`config.mk`:
```
export PLATFORM = sky130hd
export DESIGN_NAME = bitser_acc_seq
export DESIGN_NICKNAME = d
export VERILOG_FILES = /design/src/rtl/bitser_acc_seq.sv
export SDC_FILE = /design/constraint.sdc
export NUM_CORES = 1
export LEC_CHECK = 0
export BUFFER_PORTS_ARGS = -buffer_cell sky130_fd_sc_hd__buf_2
export CORE_MARGIN = 2
export CORE_UTILIZATION = 65
export DETAILED_ROUTE_END_ITERATION = 10
export PLACE_DENSITY = 0.91
export SETUP_SLACK_MARGIN = 0.5
export SYNTH_ARGS = -nofsm -noshare
export SYNTH_HDL_FRONTEND = slang
export SYNTH_SLANG_ARGS = --single-unit
```
`constraint.sdc`:
```
create_clock -name clk -period 4.7 [get_ports clk]
set_clock_uncertainty 0.1 [all_clocks]
set_input_delay 0 -clock clk [delete_from_list [all_inputs] [get_ports clk]]
set_output_delay 0 -clock clk [all_outputs]
set_load 0.01 [all_outputs]
```
`src/rtl/bitser_acc_seq.sv`:
```
// rtl/bitser_acc_seq.sv - bit-serial slice sequencer and shift-add readout accumulator for the DCIM macro
// Optional: define SACC_RELU_EN to clamp negative column results to zero at readout.
module bitser_acc_seq #(
  parameter int COLS   = 4,
  parameter int PSUM_W = 16,
  parameter int ACC_W  = 40
) (
  input  logic                    clk,
  input  logic                    rst_n,
  input  logic                    start,
  input  logic                    inwidth,
  input  logic                    cima_in,
  input  logic                    insigned,
  output logic [5:0]              sel,
  output logic                    cima,
  output logic                    rd_en,
  input  logic [COLS*PSUM_W-1:0]  psum_in,
  input  logic                    psum_vld,
  output logic                    busy,
  output logic                    out_vld,
  input  logic                    out_rdy,
  output logic [COLS*ACC_W-1:0]   acc_out
);

  localparam logic [1:0] S_IDLE  = 2'd0;
  localparam logic [1:0] S_ISSUE = 2'd1;
  localparam logic [1:0] S_DRAIN = 2'd2;
  localparam logic [1:0] S_HOLD  = 2'd3;

  logic [1:0]                  state;
  logic                        inw_q;
  logic                        sgn_q;
  logic [5:0]                  rcv_cnt;
  logic [5:0]                  last_idx;
  logic                        rcv_ok;
  logic [ACC_W-1:0]            acc      [COLS];
  logic [ACC_W-1:0]            acc_nxt  [COLS];
  logic [ACC_W-1:0]            sext     [COLS];
  logic [COLS*ACC_W-1:0]       res_nxt;

  assign last_idx = inw_q ? 6'd23 : 6'd11;
  assign rd_en    = (state == S_ISSUE);
  assign busy     = (state != S_IDLE);
  assign out_vld  = (state == S_HOLD);
  assign rcv_ok   = psum_vld && ((state == S_ISSUE) || (state == S_DRAIN));

  for (genvar c = 0; c < COLS; c++) begin : g_sext
    assign sext[c] = {{(ACC_W-PSUM_W){psum_in[c*PSUM_W+PSUM_W-1]}}, psum_in[c*PSUM_W +: PSUM_W]};
  end

  // MSB slice of a signed input carries negative weight, so it seeds the accumulator negated
  always_comb begin
    res_nxt = '0;
    for (int c = 0; c < COLS; c++) begin
      acc_nxt[c] = '0;
      if ((rcv_cnt == 6'd0) && sgn_q)
        acc_nxt[c] = -sext[c];
      else
        acc_nxt[c] = (acc[c] << 1) + sext[c];
`ifdef SACC_RELU_EN
      res_nxt[c*ACC_W +: ACC_W] = acc_nxt[c][ACC_W-1] ? '0 : acc_nxt[c];
`else
      res_nxt[c*ACC_W +: ACC_W] = acc_nxt[c];
`endif
    end
  end

  always_ff @(posedge clk or negedge rst_n) begin
    if (!rst_n) begin
      state   <= S_IDLE;
      sel     <= '0;
      cima    <= 1'b0;
      inw_q   <= 1'b0;
      sgn_q   <= 1'b0;
      rcv_cnt <= '0;
      acc_out <= '0;
      for (int c = 0; c < COLS; c++) acc[c] <= '0;
    end else begin
      case (state)
        S_IDLE: begin
          if (start) begin
            inw_q   <= inwidth;
            sgn_q   <= insigned;
            cima    <= cima_in;
            sel     <= '0;
            rcv_cnt <= '0;
            for (int c = 0; c < COLS; c++) acc[c] <= '0;
            state   <= S_ISSUE;
          end
        end
        S_ISSUE: begin
          if (sel == last_idx) state <= S_DRAIN;
          else                 sel   <= sel + 6'd1;
        end
        S_HOLD: begin
          if (out_rdy) state <= S_IDLE;
        end
        default: ;
      endcase
      // Completion overrides the issue/drain transition when the last psum lands
      if (rcv_ok) begin
        for (int c = 0; c < COLS; c++) acc[c] <= acc_nxt[c];
        rcv_cnt <= rcv_cnt + 6'd1;
        if (rcv_cnt == last_idx) begin
          state   <= S_HOLD;
          acc_out <= res_nxt;
        end
      end
    end
  end

endmodule

```
# Word-level counts from Yosys, hierarchy flattened
# Index checks and enable logic that the tools add are counted.
[word_totals] ff_bits=333 input_bits=72 out_inout_bits=170 elab_cells=60
[classes] n_addsub=10 n_eq_ne=7 mux=19 reduce_logical=13
[ops] cell="$mux 159" n=3
[ops] cell="$add 40x40->40" n=4
[ops] cell="$mux 40" n=4
[ops] cell="$neg 40->40" n=4
[ops] cell="$mux 6" n=4
[ops] cell="$add 6x1->6 const B" n=2
[ops] cell="$eq 6x5->1" n=2
[ops] cell="$pmux 6 s2" n=1
[ops] cell="$mux 2" n=5
[ops] cell="$reduce_bool 2->1" n=4
[ops] cell="$logic_not 6->1" n=1
[ops] cell="$pmux 2 s3" n=1
[ops] cell="$reduce_and 2->1" n=3
[ops] cell="$mux 5" n=1
[ops] cell="$eq 2x2->1 const B" n=2
[ops] cell="$ne 2x2->1 const B" n=2
[ops] cell="$reduce_and 3->1" n=1
[ops] cell="$eq 2x1->1 const B" n=1
[ops] cell="$logic_and 1x1->1" n=2
[ops] cell="$logic_not 2->1" n=1
[ops] cell="$logic_or 1x1->1" n=1

# Depth between registers and ports, before layout
# Gate-level depths: netlist of the first run.
[logic_depth] word_depth=6 depth_mapped=13 ltp_nobuf=13

# Worst setup path after synthesis of the first run
# Ideal clock, no wire load.
[synth_timing] path_type="register -> register" start="reg acc[80] in the netlist's numbering" end="reg acc[115] in the netlist's numbering" setup_ns=0.126 arrival_time_ns=2.982 t_required_ns=4.474 path_slack_ns=1.492 stages_incl_launch_ff=13 path_buffers=0 synth_period_minus_slack_ns=3.208 path_cell_list="dfrtp_1 > ha_1 > fa_1 > a21o_1 > a21oi_1 > o21ai_0 > and3_1 > o31ai_2 > a21oi_1 > a41oi_1 > o31ai_1 > xor2_1 > a221o_1"
[synth_between] elab_chain_len=3
[synth_lines] item="start: declaration" line_no="36" rtl="logic [ACC_W-1:0] acc [COLS];"
[synth_lines] item="$add 40x40->40" line_no="59" rtl="acc_nxt[c] = (acc[c] << 1) + sext[c];"
[synth_lines] item="$mux 40" line_no="56" rtl="if ((rcv_cnt == 6'd0) && sgn_q)"
[synth_lines] item="$mux 159" line_no="101" rtl="if (rcv_ok) begin"
# No other way between the ends.
# A chain may end at the register's enable or synchronous reset.

# Worst setup path after layout of the first run
[layout_timing] start="reg acc[40] in the netlist's numbering" end="reg acc_out[119]"
[layout_between] elab_chain_len=2
[layout_lines] item="$add 40x40->40" line_no="59"
[layout_lines] item="$mux 40" line_no="56"
[layout_lines] item="end signal: assignment" line_no="106" rtl="acc_out <= res_nxt;"
[layout_lines] item="end: declaration" line_no="22" rtl="output logic [COLS*ACC_W-1:0] acc_out"
# No other way between the ends.

==> flow_summary.json, run 1 <==
{
  "die_area_um2": 36000,
  "die_w_um": 190,
  "worstHoldPathType": "input pin to asynchronous set/reset pin",
  "reg2reg_depth": 12,
  "ios": 242,
  "portBuffers": 241,
  "final_cell_mix": "nand2_1 (424), o21ai_0 (355), dfrtp_1 (333)",
  "p_clk_share_pct": 19.2,
  "power_per_cell_area_nw_per_um2": 614,
  "finalSetupViolCount": 0,
  "core_um2": 33700,
  "layout_min_cycle_time_ns": 3.71,
  "critPathLaunchType": "flip-flop",
  "cts.sinks": 333,
  "async_reset_ff_share_pct": 100,
  "cp_slowest_cell": "o311ai_0",
  "dp_slack_ns": 1.12,
  "drive_gt1_share_pct": 12.5,
  "netlist_instances": 2633,
  "path_clk_slew_ns": 0.07,
  "drt_iter0_markers": 2144,
  "power.switching_uw": 7250,
  "internal-power_uw": 8660,
  "synth-seq-area-share_pct": 37.2,
  "slew_viol_final": 0,
  "vias_per_cell": 6.51,
  "holdWs_ns": -0.00271,
  "area_delta_synth_final_pct": 15.7,
  "cts_resized": 0,
  "cp.required_ns": 4.97,
  "cts_tree": "built",
  "antenna_found_initial": 0,
  "comb_power_share_pct": 55.0,
  "numCtsBuffers": 37,
  "switching_share_pct": 45.5,
  "grt_pass1_wl_mm": 112,
  "violations": "hold timing",
  "initial_core_util_pct": 66.5,
  "grt.total_usage_pct": 38.2,
  "nNetsFinal": 3123,
  "rows": 67,
  "seqPwrFrac_pct": 25.8,
  "cts_buffer_depth": 3,
  "path_cells": "ha_1 > fa_1 > a21o_1 > a21oi_1 > o2111ai_1 > nand4_1 > o21ai_0 > o311ai_0 > a32oi_1 > and2_1 > o21ai_0 > a41oi_1",
  "avgSynthCellArea_um2": 8.51,
  "grt_max_degree": 161,
  "drtAntennaViolNets": 0,
  "crit_type": "flip-flop to flip-flop",
  "yosysUniqueCellTypes": 73,
  "rsz0062_at_grt": "false",
  "fin_crit_sh_pct": 79.0,
  "overflow": 0,
  "status": "finished with violations",
  "die_h_um": 190,
  "end_kind": "flip-flop",
  "total_leakage_power_uw": 0.0129,
  "synth_seq_cells": 333,
  "final_area_um2": 25900,
  "worstReg2RegEnd": "acc_out[119]$_DFFE_PN0P_",
  "synth_fp_nets": 2880,
  "ys.flop_type": "dfrtp_1",
  "syn-cell-area_um2": 22400,
  "cpMostUsedCell": "o21ai_0",
  "regToRegStartpoint": "acc[40]$_DFFE_PN0P_",
  "relSlewSlack_pct": 26.6,
  "path_max_fanout": 4,
  "insertion_delay_ns": 0.55,
  "drc": 0,
  "timing.critical_path.max_delay_family": "compound AO/OA/AOI/OAI gates",
  "gp_congestion": 0.964,
  "post_cts_buffers": 0,
  "routedWlPerCell_um": 20.4,
  "clockRootBuffer": "clkbuf_16",
  "setup-tns-final_ns": 0,
  "crit_buf_inv": 0,
  "finalWorstSetupSlack_ns": 0.986,
  "r2r_slack_ns": 0.99,
  "layout_commonest_cell": "nand2_1",
  "cpPeakStageDelay_ns": 0.64,
  "synth-edff-count": 0,
  "vias": 21800,
  "drt_first_pass_iters": 6,
  "wirelength_mm": 68.6,
  "hold_viol": 6,
  "drv_cap": 0,
  "ir_drop_mv": 0.370,
  "cts_max_level": 2,
  "ys.warnings.count": 0,
  "arrival_ns": 3.98,
  "dp_hpwl_mm": 44.5,
  "max_freq_mhz": 269,
  "grt_pass1_vias": 21900,
  "worst_pin_slew_ns": 1.10,
  "placed_area_um2": 23900
}
==> flip-flops by register name, indices dropped and copies added (netlist names) <==
signal	count
cima	1
acc	156
acc_out	160
sgn_q	1
sel	6
state	2
rcv_cnt	6
inw_q	1
==> cells by family (layout without fill, tap and decap cells) <==
kind of cell	after synthesis	in the layout	share of synthesized area [%]
flops	333	333	37.2
simple gates	821	821	16.6
buf+inv	194	465	3.38
fa+ha+maj	175	175	9.91
xor+xnor	191	191	7.47
mux	29	29	1.39
compound gates	890	890	24.0
other cells	0	2	0
==> routing by layer <==
layer / up-vias / wire, µm / global-route usage, %
li1: 9938 / - / -
met1: 10400 / 26800 / 48.1
met2: 1241 / 32000 / 62.9
met3: 291 / 6520 / 8.41
met4: 0 / 3220 / 17.7
met5: - / 0 / 0
==> cell usage after synthesis, types with 4 or more instances <==
cell | n | area [µm²]
clkbuf_1 | 120 | 450
a21boi_0 | 7 | 52.6
buf_1 | 7 | 26.3
and4_1 | 9 | 78.8
o21ai_1 | 7 | 35.0
a31oi_1 | 27 | 169
o21a_1 | 15 | 113
a211oi_1 | 11 | 82.6
o221ai_1 | 5 | 43.8
dfrtp_1 | 333 | 8330
or4_1 | 7 | 52.6
nand4_1 | 27 | 169
xor2_1 | 94 | 823
a21o_1 | 92 | 691
nor4_1 | 18 | 113
o21ai_0 | 355 | 1780
or2_2 | 7 | 43.8
o21bai_1 | 23 | 173
ha_1 | 171 | 2140
a21oi_1 | 223 | 1120
nand3_1 | 43 | 215
o211ai_1 | 9 | 67.6
nor2b_1 | 18 | 113
o31ai_1 | 14 | 105
a22o_1 | 5 | 43.8
inv_1 | 61 | 229
nand2_1 | 425 | 1600
nand2b_1 | 18 | 113
mux2_2 | 16 | 180
a211o_1 | 4 | 35.0
nor2_1 | 133 | 499
fa_1 | 4 | 80.1
nor3b_1 | 8 | 60.1
mux2i_1 | 13 | 130
nor3_1 | 40 | 200
and2_1 | 19 | 119
a41oi_1 | 7 | 61.3
xnor2_1 | 97 | 850
and3_1 | 31 | 194
a221oi_1 | 6 | 52.6
a221o_1 | 41 | 410
==> final cells by class <==
type | count | area [µm²]
Multi-Input combinational cell | 2106 | 13300
Sequential cell | 333 | 8330
Fill cell | 2335 | 7790
Timing Repair Buffer | 337 | 2170
Clock buffer | 55 | 1120
Tap cell | 448 | 561
Inverter | 61 | 229
Clock inverter | 12 | 154
Antenna cell | 2 | 5.00
==> timing repair <==
item | 4_1_cts | 5_1_grt
hold buffers | 77 | 0
hold endpoints to repair | 237 | 0
endpoints found under the setup margin | 0 | 0
==> power groups by stage <==
stage / Combinational (µW) / Clock, µW / Sequential [µW]
5_1_grt: 9580 / 3190 / 4160
4_1_cts: 8420 / 3080 / 4070
3_3_place_gp: 8020 / 0 / 4070
2_1_floorplan: 6120 / 0 / 4020
3_5_place_dp: 8280 / 0 / 4100
6_report: 8750 / 3060 / 4100
==> metrics by stage <==
step                      total power, µW  utilization (%)  cells  hold WS, ns
final                               15900             76.9   3354     -0.00271
after global routing                16900             76.9   3352       0.0508
after CTS                           15600             76.9   3352       0.0374
after detailed placement            12400             70.8   3208       0.0271
after global placement              12100             70.8   3208      0.00494
after floorplan                     10100                -   2633       -0.396
==> worst max-delay path by stage <==
stage	from	endpoint	slack, ns	depth (start not counted)
6_report	acc[40]$_DFFE_PN0P_	acc_out[119]$_DFFE_PN0P_	0.99	12
2_1_floorplan	acc[80]$_DFFE_PN0P_	acc[115]$_DFFE_PN0P_	1.49	12
5_1_grt	acc[40]$_DFFE_PN0P_	acc_out[115]$_DFFE_PN0P_	0.74	12
4_1_cts	acc[80]$_DFFE_PN0P_	acc[115]$_DFFE_PN0P_	1.11	12
3_3_place_gp	acc[80]$_DFFE_PN0P_	acc[115]$_DFFE_PN0P_	1.19	12
3_5_place_dp	acc[80]$_DFFE_PN0P_	acc[115]$_DFFE_PN0P_	1.12	12
No activity file was read; power rests on OpenSTA's default activity.
==> run 2: changes to the inputs <==
Settings changed: ABC_AREA set to 1, CORE_UTILIZATION 65 to 61, PLACE_DENSITY 0.91 to 0.86.
Clock period 4.7 ns to 3.6 ns, I/O delays scaled along.
==> run 2 against run 1 <==
Compared with the run above:
- clock-buffer cell count down 7
- worst hold slack better by 0.074 ns
- design area rose by 18%
- core utilization is 5.7 points lower
- sequential share of layout area decreased by 4.8 points
- the flow now finishes without violations
- global-route usage is 0.83 points lower
- synthesized cell count increased by 60%
- critical path depth rose by 5
- highest routed layer is now met5
- via count increased by 29%
- non-clock buffer count increased by 32
==> flow_summary.json, run 2 <==
{
  "worstHoldPathType": "input pin to flip-flop",
  "die_w_um": 212,
  "ios": 242,
  "power_per_cell_area_nw_per_um2": 723,
  "fill_cells": 3685,
  "drv_cap": 0,
  "synth_area_leaders": "dfrtp_1 (32%), nand2_1 (25%), ha_1 (8.1%), inv_1 (7.7%), nand3_1 (5.2%)",
  "synth_common_cells": "nand2_1 (1763), inv_1 (541), nor2_1 (352)",
  "rows": 76,
  "async_reset_ff_share_pct": 100,
  "antenna_found_initial": 7,
  "cts_tree": "built",
  "numCtsBuffers": 38,
  "wirelength_mm": 83.1,
  "gp_congestion": 0.969,
  "min-delay-start": "psum_in[31]",
  "grt_pass1_vias": 27500,
  "die_h_um": 212,
  "synth-seq-area-share_pct": 31.7,
  "routedWlPerCell_um": 16.3,
  "max_freq_mhz": 329,
  "grt.total_usage_pct": 37.3,
  "hold_path_end": "acc_out[79]$_DFFE_PN0P_",
  "drtAntennaViolNets": 0,
  "worst_pin_slew_ns": 0.997,
  "arrival_ns": 3.42,
  "final_cell_mix": "nand2_1 (1761), inv_1 (539), nor2_1 (350)",
  "reg2reg_depth": 12,
  "ir_drop_mv": 0.861,
  "crit_type": "input pin to flip-flop",
  "initial_core_util_pct": 61.4,
  "drive_gt1_share_pct": 8.62,
  "drc": 0,
  "grtUsageMet2_pct": 62.3,
  "top_usage_layer": "met2",
  "rsz0062_at_grt": "true",
  "drt_first_pass_iters": 6,
  "yosysUniqueCellTypes": 51,
  "layout_commonest_cell": "nand2_1",
  "path_clk_slew_ns": 0.06,
  "slew_viol_final": 0,
  "insertion_delay_ns": 0.58,
  "setup-tns-final_ns": 0,
  "min_path_cells": 6,
  "ys.flop_type": "dfrtp_1",
  "use_met1_pct": 46.8,
  "worstReg2RegEnd": "acc_out[53]$_DFFE_PN0P_",
  "largest-register": "acc_out",
  "overflow": 0,
  "layout_min_cycle_time_ns": 3.04,
  "hold_viol": 0,
  "regToRegStartpoint": "rcv_cnt[0]$_DFFE_PN0P_",
  "cp.required_ns": 3.99,
  "grt_max_degree": 151,
  "portBuffers": 241,
  "avgSynthCellArea_um2": 6.25,
  "multi_input_area_um2": 15500,
  "ys.warnings.count": 0,
  "netlist_instances": 4205,
  "path_max_fanout": 4,
  "holdWs_ns": 0.0710,
  "area_delta_synth_final_pct": 16.0,
  "cts_max_level": 2,
  "cts_buffer_depth": 3,
  "clockRootBuffer": "clkbuf_16",
  "synth-edff-count": 0,
  "critPathLaunchType": "input pin",
  "total_leakage_power_uw": 0.0179,
  "cts.sinks": 333,
  "syn-cell-area_um2": 26300,
  "dp_hpwl_mm": 58.9,
  "fin_total_pwr_uw": 22000,
  "die_area_um2": 44700,
  "post_cts_buffers": 0,
  "grt_pass1_wl_mm": 135,
  "synth_fp_nets": 4452,
  "end_kind": "flip-flop",
  "vias": 28200,
  "fin_crit_sh_pct": 84.4,
  "drt_iter0_markers": 2528,
  "synth_top_cell_by_area": "dfrtp_1",
  "synth_seq_cells": 333,
  "relSlewSlack_pct": 33.5,
  "largestRegisters": "acc_out x160, acc x156",
  "vias_per_cell": 5.53,
  "synth.most_common_cell": "nand2_1",
  "core_um2": 42800,
  "met3_usage_pct": 5.37,
  "seqCellArea_um2": 8330,
  "status": "completed",
  "synth_top_area_share_pct": 31.7,
  "r2r_slack_ns": 0.60,
  "largest_reg_flops": 160,
  "finalSetupViolCount": 0,
  "nNetsFinal": 4769
}
-- run 2: worst max-delay path by stage --
| stage | to | from | slack (ns) | depth (start not counted) |
|---|---|---|---|---|
| global placement | rcv_cnt[5]$_DFFE_PN0P_ | state[1]$_DFF_PN0_ | 1.03 | 8 |
| finish | acc[13]$_DFFE_PN0P_ | psum_in[48] | 0.56 | 17 |
| floorplan | acc_out[49]$_DFFE_PN0P_ | acc[80]$_DFFE_PN0P_ | 1.44 | 9 |
| global route | acc[13]$_DFFE_PN0P_ | psum_in[48] | 0.43 | 17 |
| CTS | acc[13]$_DFFE_PN0P_ | psum_in[48] | 0.74 | 17 |
| detailed placement | rcv_cnt[5]$_DFFE_PN0P_ | state[0]$_DFF_PN0_ | 0.90 | 8 |
-- run 2: timing repair --
action / CTS / global route
gates resized for setup: 0 / 5
endpoints found under the setup margin: 0 / 6
hold endpoints to repair: 452 / 0
hold buffers: 107 / 0
-- run 2: kinds of logic (layout without fill, tap and decap cells) --
logic type	count (synthesis)	in the layout	synth area share, %
other	0	9	0
and+or+nand+nor	2513	2513	38.5
buffers and inverters	641	986	9.40
DFF	333	333	31.7
adders and majority gates	175	175	8.45
xor gates and xnor gates	59	59	1.97
AOI/OAI and AO/OA	478	478	9.73
muxes	6	6	0.238
-- run 2: stage by stage --
stage               utilization (%)  instance area [µm²]  setup slack [ns]  std cells
floorplan                         -                26300              1.44       4205
global placement               65.6                28100              1.03       4921
detailed placement             65.6                28100             0.896       4921
CTS                            71.1                30400             0.743       5096
global route                   71.2                30500             0.434       5103
finish                         71.2                30500             0.562       5105
-- run 2: final cells by class --
| type | instances | area share (%) |
|---|---|---|
| antenna | 9 | 0.0739 |
| clock buffer | 48 | 3.41 |
| clock inverter | 20 | 0.879 |
| inverter | 549 | 6.78 |
| multi-input combinational | 3231 | 50.9 |
| sequential | 333 | 27.3 |
| tap | 546 | 2.24 |
| timing repair buffer | 369 | 8.42 |
-- run 2: where the power goes --
part,total [µW],internal (µW),switching (µW),leakage (µW)
Combinational,12500,4160,8320,0.0128
Sequential,5400,4720,678,0.00448
Clock,4150,2420,1720,0.000626
Total,22000,11300,10700,0.0179
-- run 2: routing by layer --
| metal | wire length, µm | up-vias |
|---|---|---|
| met5 | 13 | - |
| met4 | 4470 | 2 |
| li1 | - | 13900 |
| met1 | 34500 | 12900 |
| met2 | 38100 | 1219 |
| met3 | 6050 | 293 |
-- run 2: worst max-delay path, cell delays in order --
cell and delay (ns):
dlygate4sd3_1 0.55, buf_2 0.14, inv_1 0.14, nand3_1 0.19, nor2_2 0.17, nand2_1 0.11
nor2_2 0.17, nand2_2 0.13, nor2_4 0.16, nand2_1 0.06, nand2_1 0.09, dlygate4sd3_1 0.56
nand2_1 0.06, dlygate4sd3_1 0.55, nand2_1 0.08, nand2_1 0.08, o21ai_0 0.19
